<file path="src/rtl/logic_unit_scheduler.sv">
// Round-robin scheduler that serialises NREQ requesters onto one registered
// multi-function logic unit. Each transaction goes accept -> execute -> respond.
module logic_unit_scheduler #(
  parameter int unsigned WIDTH = 8,
  parameter int unsigned NREQ  = 4
) (
  input  logic                    clk,
  input  logic                    rst,
  input  logic [NREQ-1:0]         req_valid,
  output logic [NREQ-1:0]         req_ready,
  input  logic [3*NREQ-1:0]       req_op,
  input  logic [WIDTH*NREQ-1:0]   req_a,
  input  logic [WIDTH*NREQ-1:0]   req_b,
  output logic                    rsp_valid,
  input  logic                    rsp_ready,
  output logic [$clog2(NREQ)-1:0] rsp_id,
  output logic [WIDTH-1:0]        rsp_data,
  output logic                    rsp_err,
  output logic                    busy
);

  localparam int unsigned IDW  = $clog2(NREQ);
  localparam int unsigned IDW1 = IDW + 1;
  localparam int unsigned OPW  = 3;

  typedef enum logic [1:0] {
    IDLE = 2'd0,
    EXEC = 2'd1,
    RESP = 2'd2
  } state_t;

  state_t           state;
  state_t           state_d;
  logic [IDW-1:0]   rr_ptr;
  logic [OPW-1:0]   op_q;
  logic [WIDTH-1:0] a_q;
  logic [WIDTH-1:0] b_q;
  logic [IDW-1:0]   id_q;

  logic             grant_found;
  logic [IDW-1:0]   grant_id;
  logic [IDW:0]     idx_sum;
  logic [IDW-1:0]   idx;
  logic             accept;
  logic             complete;
  logic [WIDTH-1:0] alu_data;
  logic             alu_err;
  logic [IDW:0]     id_inc;
  logic [IDW-1:0]   rr_next;

  // Round-robin search starting at rr_ptr, wrapping modulo NREQ
  always_comb begin
    grant_found = 1'b0;
    grant_id    = '0;
    idx_sum     = '0;
    idx         = '0;
    for (int k = 0; k < NREQ; k++) begin
      idx_sum = IDW1'(rr_ptr) + IDW1'(k);
      if (idx_sum >= IDW1'(NREQ)) begin
        idx_sum = idx_sum - IDW1'(NREQ);
      end
      idx = IDW'(idx_sum);
      if (!grant_found && req_valid[idx]) begin
        grant_found = 1'b1;
        grant_id    = idx;
      end
    end
  end

  // Next state, request acceptance and response completion
  always_comb begin
    state_d   = state;
    req_ready = '0;
    accept    = 1'b0;
    complete  = 1'b0;
    case (state)
      IDLE: begin
        if (grant_found) begin
          req_ready[grant_id] = 1'b1;
          accept              = 1'b1;
          state_d             = EXEC;
        end
      end
      EXEC: begin
        state_d = RESP;
      end
      RESP: begin
        if (rsp_ready) begin
          complete = 1'b1;
          state_d  = IDLE;
        end
      end
      default: begin
        state_d = IDLE;
      end
    endcase
  end

  // Logic unit operating on the captured operands
  always_comb begin
    alu_data = '0;
    alu_err  = 1'b0;
    case (op_q)
      3'b000:  alu_data = a_q & b_q;
      3'b001:  alu_data = a_q | b_q;
      3'b010:  alu_data = a_q ^ b_q;
      3'b011:  alu_data = ~(a_q & b_q);
      3'b100:  alu_data = ~(a_q | b_q);
      3'b101:  alu_data = ~(a_q ^ b_q);
      3'b110:  alu_data = ~a_q;
      default: begin
        alu_data = '0;
        alu_err  = 1'b1;
      end
    endcase
  end

  // Pointer moves just past the requester whose response completed
  always_comb begin
    id_inc  = IDW1'(rsp_id) + IDW1'(1);
    rr_next = IDW'(id_inc);
    if (id_inc >= IDW1'(NREQ)) begin
      rr_next = '0;
    end
  end

  // State register
  always_ff @(posedge clk) begin
    if (rst) begin
      state <= IDLE;
    end else begin
      state <= state_d;
    end
  end

  // Operand capture, response registers and round-robin pointer
  always_ff @(posedge clk) begin
    if (rst) begin
      rr_ptr    <= '0;
      op_q      <= '0;
      a_q       <= '0;
      b_q       <= '0;
      id_q      <= '0;
      rsp_valid <= 1'b0;
      rsp_id    <= '0;
      rsp_data  <= '0;
      rsp_err   <= 1'b0;
    end else begin
      if (accept) begin
        op_q <= req_op[grant_id*OPW +: OPW];
        a_q  <= req_a[grant_id*WIDTH +: WIDTH];
        b_q  <= req_b[grant_id*WIDTH +: WIDTH];
        id_q <= grant_id;
      end
      if (state == EXEC) begin
        rsp_valid <= 1'b1;
        rsp_id    <= id_q;
        rsp_data  <= alu_data;
        rsp_err   <= alu_err;
      end
      if (complete) begin
        rsp_valid <= 1'b0;
        rr_ptr    <= rr_next;
      end
    end
  end

  // Busy whenever a transaction is in flight
  assign busy = (state != IDLE);

endmodule

</file>
<file path="config.mk">
export PLATFORM = sky130hd
export DESIGN_NAME = logic_unit_scheduler
export DESIGN_NICKNAME = d
export VERILOG_FILES = /design/src/rtl/logic_unit_scheduler.sv
export SDC_FILE = /design/constraint.sdc
export NUM_CORES = 1
export LEC_CHECK = 0
export BUFFER_PORTS_ARGS = -buffer_cell sky130_fd_sc_hd__clkbuf_2
export CAP_MARGIN = 25
export CORE_MARGIN = 10
export CORE_UTILIZATION = 51
export DETAILED_ROUTE_END_ITERATION = 12
export PLACE_DENSITY = 0.91
export SLEW_MARGIN = 20
export SYNTH_ARGS = -nofsm -noshare
export SYNTH_HDL_FRONTEND = slang
export SYNTH_SLANG_ARGS = --single-unit
</file>
<file path="constraint.sdc">
create_clock -name clk -period 2.2 [get_ports clk]
set_input_delay 0.11 -clock clk [delete_from_list [all_inputs] [get_ports clk]]
set_output_delay 0.11 -clock clk [all_outputs]
set_load 0.01 [all_outputs]
</file>
==> metrics.csv, run 1 <==
stage,metric,value,unit
die,io-pin-count,100,
clocking,cts_tree,yes,
worst_setup_path,worstPathRequired,2.09,ns
route,firstDrtPassIters,4,
route,drt_iter0_drc,147,
worst_hold_path,hold_depth,3,
worst_hold_path,hold_path_class,in -> reg,
clocking,clockBufferDepth,2,
global_routing,grt_max_degree,38,
synth,synth_ff_type,dfxtp_1,
cells_and_area,final_cell_mix,"clkbuf_2 (99), nand2_1 (44), dfxtp_1 (37)",
synth,yosys_register_bits,37,
timing,finalCriticalPeriod,1.88,ns
route,drt-vias-per-instance,5.60,
cells_and_area,area_growth,20.5,%
pwr,p_leak,1.55,nW
synth,synth_edf_count,0,
worst_setup_path,endpoint_kind,output port,
placement,dp.cells,498,
worst_setup_path,regToRegSetupSlack,0.32,ns
route,vias,2835,
timing,rsz0062_at_grt,false,
synth,synth_async_sr_flop_share,0,%
placement,placement.io_buffers,99,
clocking,cts.sinks,37,
clocking,postCtsHoldBufs,0,
worst_setup_path,arrival,1.77,ns
timing,finalSetupTns,0,ns
die,core,5470,µm²
route,drc_errors,0,
timing,hold_violations,0,
timing,drv_slew,0,
worst_setup_path,reg2reg_from,state[1],
die,die_h,94.9,µm
cells_and_area,nNetsFinal,533,
clocking,clk_latency,0.30,ns
die,die_area,9000,µm²
timing,max_freq,532,MHz
worst_hold_path,hold_start,req_b[15],
worst_setup_path,r2r_end,a_q[0],
route,totalWireLength,7.82,mm
route,drt-wirelength-per-cell,15.5,µm
synth,synth_cell_types,50,
placement,dp.final_hpwl,6.30,mm
timing,worst_slew_pin_slew,0.864,ns
worst_hold_path,holdPathEnd,b_q[7],
clocking,post_cts_buffers,0,
cells_and_area,layout-drive-gt1-share,31.3,%
worst_setup_path,rr_worst_depth,5,
pwr,power_density,595,nW/µm²
timing,fin_crit_sh,85.4,%
clocking,cts-resized-gates,0,
outcome,status,completed,
pwr,vdd_drop_max,261,µV
global_routing,antenna_found_initial,0,
timing,relSlewSlack,42.0,%
clocking,h-tree-depth,2,
clocking,clk_pin_slew,0.07,ns
synth,synth_cells,343,
route,final_antenna_net_count,0,
flow_run,cap_viol_max_count,0,
global_routing,grt_pass1_vias,2885,
synth,syn_nets,443,
worst_setup_path,critical_path_class,reg -> out,
cells_and_area,antenna_cells,0,
synth,syn_area,2860,µm²
timing,setup_violations,0,
global_routing,overflow,0,
die,row_count,27,
clocking,clock-root-buffer,clkbuf_8,
clocking,cts_buffers,5,
die,initial_core_util,52.2,%
worst_setup_path,critPathLaunchType,flop,
synth,ys_seq_area_share,25.9,%
worst_setup_path,crit_path_max_fanout,3,
cells_and_area,mostFrequentLayoutCell,clkbuf_2,
timing,final.setup_skew,0.00648,ns
placement,gp_congestion,0.807,
global_routing,grt_pass1_wl,13.2,mm
die,die_x,94.9,µm
cells_and_area,fin_cells,506,
synth,yosysWarnings,0,
synth,syn_avg_cell_area,8.34,µm²
global_routing,gr-usage-all-layers,17.7,%
## state kept, by name, summed over array words and instances (netlist names)
name,count
id_q,2
rsp_id,2
a_q,8
rsp_valid,1
rsp_data,8
rr_ptr,2
rsp_err,1
op_q,3
state,2
b_q,8
## logic make-up after synthesis
group	share of synthesized area, %
and+or+nand+nor	22.1
adders and majority gates	7.44
buffers and inverters	7.44
muxes	12.0
AOI/OAI and AO/OA	25.2
DFF	25.9
## metal layers
metal  global-route usage [%]  wire [µm]  vias to the layer above
met4                     5.99         96                        0
met2                     30.3       3850                      100
met3                     5.63        646                       12
li1                         -          -                     1416
met5                        0          0                        -
met1                     20.3       3230                     1307
## critical path, stage by stage, from the launching register on
cell	delay, ns
dfxtp_1	0.37
and2b_4	0.22
a211oi_2	0.38
nor2_1	0.14
nor3_1	0.19
clkbuf_2	0.16
## area by class of cell
class                   count  area, µm²
fillers                   474       2030
clock inverters             1       5.00
flip-flops and latches     37        741
inverters                  20       75.1
well taps                  72       90.1
repair buffers            104        533
clock buffers               7       96.3
multi-input cells         265       1910
## synth_stat cells (all sizes together), types with 2 or more instances
master / number / area share (%)
o21ai: 36 / 6.3
nand2b: 3 / 0.66
nor3b: 20 / 5.6
or2: 3 / 0.66
o221ai: 2 / 0.61
ha: 17 / 7.4
nor2: 13 / 2.3
inv: 19 / 2.5
mux2i: 23 / 8.1
mux4: 3 / 2.4
clkbuf: 7 / 0.96
mux2: 4 / 1.6
nor3: 8 / 1.8
nor2b: 10 / 2.5
a21oi: 16 / 2.8
o211ai: 19 / 5.3
a311oi: 2 / 0.61
nand2: 45 / 6.2
o21a: 18 / 4.7
o22ai: 3 / 0.66
or3: 2 / 0.44
dfxtp: 37 / 26
buf: 14 / 3.9
a211oi: 8 / 2.3
## power by group
part           internal (mW)  switching (mW)
sequential             0.742          0.0740
combinational          0.332           0.370
clock                  0.283           0.248
total                   1.36           0.692
## metrics by stage
step	setup WS [ns]	total power [mW]	util [%]	hold WS [ns]	area (µm²)
floorplan	0.680	1.32	-	0.200	2860
global placement	0.406	1.49	61.1	0.401	3340
detailed placement	0.326	1.53	61.1	0.406	3340
CTS	0.316	2.06	63.0	0.0977	3450
global route	0.135	2.19	63.0	0.0988	3450
finish	0.322	2.05	63.0	0.0924	3450
## worst max-delay path by stage
stage | from | end | slack (ns) | cells after the start
after floorplan | rr_ptr[0] | b_q[3] | 0.68 | 7
after global placement | state[1] | b_q[4] | 0.41 | 5
after CTS | state[1] | b_q[5] | 0.32 | 5
final | rr_ptr[0] | req_ready[0] | 0.32 | 5
after global routing | state[1] | a_q[3] | 0.13 | 5
after detailed placement | state[1] | b_q[5] | 0.33 | 5
Power figures use the tool's default switching activity.
==> run 2, diff against run 1 <==
--- a/config.mk
+++ b/config.mk
@@ -7,6 +7,7 @@
 export LEC_CHECK = 0
 export BUFFER_PORTS_ARGS = -buffer_cell sky130_fd_sc_hd__clkbuf_2
 export CAP_MARGIN = 25
+export CORE_ASPECT_RATIO = 1.5
 export CORE_MARGIN = 10
 export CORE_UTILIZATION = 51
 export DETAILED_ROUTE_END_ITERATION = 12
==> run 2 against run 1 <==
Wire length up 0.93%. Die area up 0.69%. Combinational power up 2%. Cell area about the same. Highest routed layer unchanged. Clock skew up 0.0025 ns. Critical endpoint unchanged.
==> metrics.csv, run 2 (same netlist as run 1, synthesis figures left out) <==
stage,metric,value,unit
outcome,status,completed,
clocking,clk_pin_slew,0.07,ns
die,initial_core_util,52.5,%
cells_and_area,fillers,497,
clocking,clock-root-buffer,clkbuf_8,
cells_and_area,antenna_cells,0,
global_routing,overflow,0,
clocking,cts.sinks,37,
timing,drv_slew,0,
timing,worst_slew_pin_slew,0.707,ns
global_routing,grt_max_degree,38,
worst_setup_path,crit_path_max_fanout,3,
timing,setup_violations,0,
placement,placement.io_buffers,99,
clocking,postCtsHoldBufs,0,
timing,finalSetupTns,0,ns
worst_setup_path,critPathLaunchType,flop,
die,core,5450,µm²
clocking,clockBufferDepth,2,
die,die_x,81.1,µm
timing,hold_violations,0,
pwr,finalPower,1.98,mW
clocking,cts_buffers,5,
die,io-pin-count,100,
pwr,p_leak,1.55,nW
route,totalWireLength,7.90,mm
worst_setup_path,critical_path_class,reg -> out,
die,die_h,112,µm
worst_hold_path,hold_depth,3,
worst_setup_path,arrival,1.83,ns
global_routing,grt_pass1_vias,2870,
worst_hold_path,hold_path_class,in -> reg,
clocking,clk_latency,0.30,ns
pwr,switchingPower,0.684,mW
pwr,p_int,1.30,mW
pwr,swShare,34.5,%
timing,max_freq,516,MHz
cells_and_area,nNetsFinal,534,
timing,fin_crit_sh,88.1,%
cells_and_area,layout-drive-gt1-share,31.3,%
route,firstDrtPassIters,5,
clocking,cts_tree,yes,
route,drt-vias-per-instance,5.62,
clocking,h-tree-depth,2,
timing,holdWs,0.110,ns
clocking,cts-resized-gates,0,
flow_run,cap_viol_max_count,0,
route,drc_errors,0,
global_routing,grt_pass1_wl,12.6,mm
cells_and_area,largest_registers,"a_q: 8 flops, b_q: 8 flops, rsp_data: 8 flops",
cells_and_area,final_cell_mix,"clkbuf_2 (99), nand2_1 (44), dfxtp_1 (37)",
worst_setup_path,rr_worst_depth,6,
route,drt_iter0_drc,125,
timing,rsz0062_at_grt,false,
placement,dp.cells,496,
cells_and_area,mostFrequentLayoutCell,clkbuf_2,
pwr,combPwrFrac,36.2,%
global_routing,gr-usage-all-layers,16.6,%
timing,finalCriticalPeriod,1.94,ns
die,die_area,9060,µm²
cells_and_area,fin_cells,505,
timing,relSlewSlack,52.8,%
die,row_count,33,
route,vias,2838,
clocking,post_cts_buffers,0,
route,drt-wirelength-per-cell,15.6,µm
worst_setup_path,worstPathRequired,2.09,ns
route,final_antenna_net_count,0,
pwr,vdd_drop_max,355,µV
pwr,clockPowerShare,22.9,%
pwr,pwr-share-seq,40.8,%
worst_setup_path,endpoint_kind,output port,
pwr,power_density,575,nW/µm²
global_routing,antenna_found_initial,0,
cells_and_area,area_growth,20.5,%
placement,gp_congestion,0.811,
placement,dp.final_hpwl,6.52,mm
timing,final.setup_skew,0.00900,ns
run 2: changes by cell type in the layout (fill, tap and decap cells not counted):
cell and delta:
clkbuf_8 -2, buf_12 +1, clkinv_2 +1, clkbuf_1 +1
run 2: power groups by stage:
stage	registers, mW	clock network (mW)	logic [mW]
3_5_place_dp	0.825	0	0.705
2_1_floorplan	0.805	0	0.516
3_3_place_gp	0.817	0	0.671
4_1_cts	0.809	0.453	0.713
5_1_grt	0.820	0.482	0.799
6_report	0.809	0.454	0.718
run 2: layout make-up:
type	instances	area (µm²)	share of cell area (%)
flip-flops and latches	37	741	21.5
repair buffers	105	553	16.1
well taps	70	87.6	2.54
multi-input cells	265	1910	55.3
clock buffers	6	72.6	2.11
inverters	20	75.1	2.18
clock inverters	2	10.0	0.291
run 2: metrics by stage:
step                      instance area [µm²]  worst slack (ns)  util, %
after global routing                     3440             0.216     63.2
final                                    3440             0.261     63.2
after CTS                                3420             0.221     62.8
after floorplan                          2860             0.680        -
after global placement                   3340             0.453     61.3
after detailed placement                 3340             0.238     61.3
run 2: worst max-delay path, cell delays in order (launching register included):
cell and delay [ns]:
dfxtp_1 0.35, and2b_4 0.22, a211oi_2 0.36, nor2_1 0.13, nor3_1 0.28, clkbuf_2 0.19
run 2: path summary, 6_finish.rpt:
| check | start | to | slack [ns] |
|---|---|---|---|
| worst max-delay path | rr_ptr[0] | req_ready[0] | 0.26 |
| worst max register to register | rr_ptr[1] | b_q[7] | 0.38 |
| worst min-delay path | rsp_ready | state[1] | 0.11 |
| worst min register to register | rsp_data[7] | rsp_data[7] | 0.45 |
run 2: routing by layer:
| metal | vias up | track usage, % | wire length, µm |
|---|---|---|---|
| met5 | - | 0 | 0 |
| met4 | 0 | 8.69 | 294 |
| met3 | 24 | 3.70 | 465 |
| met2 | 99 | 31.0 | 4280 |
| met1 | 1302 | 16.1 | 2860 |
| li1 | 1413 | - | - |
==> run 3, diff against run 2 <==
==> constraint.sdc (replaced) <==
create_clock -name clk -period 2.2 [get_ports clk]
set_input_delay 0.44 -clock clk [delete_from_list [all_inputs] [get_ports clk]]
set_output_delay 0.44 -clock clk [all_outputs]
set_load 0.01 [all_outputs]
==> run 3 against run 2 <==
The run now ends with negative setup slack left. Count of clock-buffer cells in the layout increased by 1. Total power increased by 1.3%. Sequential power decreased by 0.7%. Via count decreased by 2.3%. Utilization increased by 0.90 points. Die area unchanged. Clock skew decreased by 0.0022 ns. Non-clock buffer count increased by 5. Setup slack got worse by 0.29 ns. Combinational power increased by 1%.
==> metrics.csv, run 3 (same netlist as run 1, synthesis figures left out) <==
stage,metric,value,unit
route,totalWireLength,7.70,mm
clocking,clock-root-buffer,clkbuf_8,
pwr,pwr-share-seq,40.0,%
pwr,power_density,575,nW/µm²
global_routing,antenna_found_initial,0,
timing,final.setup_skew,0.00681,ns
worst_setup_path,worstPathRequired,1.76,ns
pwr,p_int,1.34,mW
cells_and_area,mostFrequentLayoutCell,clkbuf_2,
outcome,status,finished with violations,
route,drt_iter0_drc,138,
worst_setup_path,rr_worst_depth,5,
worst_setup_path,r2r_end,a_q[0],
cells_and_area,layout-drive-gt1-share,31.9,%
cells_and_area,fillers,516,
route,drc_errors,0,
global_routing,grt_pass1_wl,12.4,mm
cells_and_area,area_growth,22.2,%
placement,dp.final_hpwl,6.26,mm
timing,holdWs,0.435,ns
timing,relSlewSlack,44.2,%
timing,max_freq,450,MHz
route,drt-wirelength-per-cell,15.1,µm
worst_setup_path,critPathMaxStageDelay,0.37,ns
pwr,clockPowerShare,23.7,%
timing,fin_crit_sh,101,%
route,vias,2774,
route,firstDrtPassIters,4,
timing,finalSetupTns,-0.0240,ns
clocking,postCtsHoldBufs,0,
worst_setup_path,arrival,1.78,ns
placement,place_ws,0.137,ns
flow_run,cap_viol_max_count,0,
global_routing,gr-usage-all-layers,16.4,%
clocking,clk_pin_slew,0.07,ns
worst_setup_path,critical_path_class,reg -> out,
global_routing,grt_max_degree,36,
global_routing,grt_pass1_vias,2929,
placement,gp_congestion,0.807,
clocking,clockBufferDepth,2,
route,final_antenna_net_count,0,
timing,drv_slew,0,
worst_setup_path,cp_slowest_cell,dfxtp_1,
route,drt-vias-per-instance,5.45,
clocking,cts_buffers,5,
die,die_h,112,µm
die,io-pin-count,100,
worst_setup_path,crit_chain,and2b_4 > a211oi_4 > nor2_1 > nor3_1 > clkbuf_2,
die,die_area,9060,µm²
worst_setup_path,reg2reg_from,state[1],
pwr,switchingPower,0.672,mW
worst_setup_path,worstSetupStartpoint,rr_ptr[0],
clocking,h-tree-depth,2,
timing,finalCriticalPeriod,2.22,ns
pwr,swShare,33.5,%
clocking,cts.sinks,37,
pwr,vdd_drop_max,288,µV
pwr,finalPower,2.01,mW
die,row_count,33,
die,initial_core_util,52.5,%
cells_and_area,regArea,741,µm²
die,core,5450,µm²
global_routing,overflow,0,
pwr,p_leak,1.58,nW
die,die_x,81.1,µm
clocking,cts_tree,yes,
timing,worst_slew_pin_slew,0.831,ns
timing,post-route-worst-setup-slack,-0.0240,ns
outcome,violations,negative setup slack,
placement,placement.io_buffers,99,
pwr,combPwrFrac,36.3,%
cells_and_area,multi_input_area,1910,µm²
cells_and_area,largest_registers,"a_q: 8 flops, b_q: 8 flops, rsp_data: 8 flops",
cells_and_area,final_cell_mix,"clkbuf_2 (99), nand2_1 (44), dfxtp_1 (37)",
worst_setup_path,crit_path_max_fanout,3,
worst_setup_path,regToRegSetupSlack,0.23,ns
worst_hold_path,hold_path_class,in -> reg,
cells_and_area,nNetsFinal,539,
clocking,clk_latency,0.29,ns
worst_setup_path,endpoint,req_ready[0],
timing,setup_violations,1,
worst_setup_path,critPathLaunchType,flop,
worst_setup_path,endpoint_kind,output port,
cells_and_area,antenna_cells,0,
timing,hold_violations,0,
[run 3: routing by layer]
| layer | up-vias | share of wire, % | global-route usage (%) |
|---|---|---|---|
| met4 | 0 | 3.2 | 7.76 |
| met2 | 81 | 53 | 29.5 |
| li1 | 1424 | - | - |
| met5 | - | 0 | 0 |
| met1 | 1251 | 38 | 16.4 |
| met3 | 18 | 6.0 | 4.67 |
[run 3: what timing repair did]
action	4_1_cts	5_1_grt
setup endpoints to repair	0	3
setup buffers	0	2
gates resized for setup	0	1
[run 3: through the flow]
step / utilization (%) / instance area (µm²) / std cells
2_1_floorplan: - / 2860 / 343
3_3_place_gp: 62.1 / 3380 / 500
3_5_place_dp: 62.1 / 3380 / 500
4_1_cts: 63.7 / 3470 / 507
5_1_grt: 64.1 / 3490 / 509
6_report: 64.1 / 3490 / 509
[run 3: worst min-delay path by stage]
stage                           start     endpoint  slack, ns  cells after the start
after floorplan               id_q[1]    rsp_id[1]       0.43                      2
after global placement    rsp_data[2]  rsp_data[2]       0.44                      2
after detailed placement  rsp_data[0]  rsp_data[0]       0.44                      2
after CTS                   rsp_ready     state[1]       0.43                      3
after global routing         req_b[4]       b_q[4]       0.45                      3
final                       rsp_ready     state[1]       0.44                      3
[run 3: area by class of cell]
type,count,share of cell area [%]
Timing Repair Buffer,110,16.9
Clock buffer,7,2.47
Tap cell,70,2.51
Multi-Input combinational cell,265,54.8
Inverter,20,2.15
Sequential cell,37,21.2
[run 3: power groups by stage]
stage / Clock (mW) / Sequential [mW] / Combinational [mW]
global placement: 0 / 0.813 / 0.685
CTS: 0.481 / 0.804 / 0.720
detailed placement: 0 / 0.818 / 0.714
floorplan: 0 / 0.805 / 0.516
global route: 0.509 / 0.815 / 0.812
finish: 0.477 / 0.803 / 0.728
[run 3: worst max-delay path, delay by kind of cell, from the launching register on]
| kind | cells | cell delay, ns |
|---|---|---|
| buf+inv | 1 | 0.19 |
| simple gates | 3 | 0.64 |
| compound gates | 1 | 0.29 |
| flops | 1 | 0.37 |
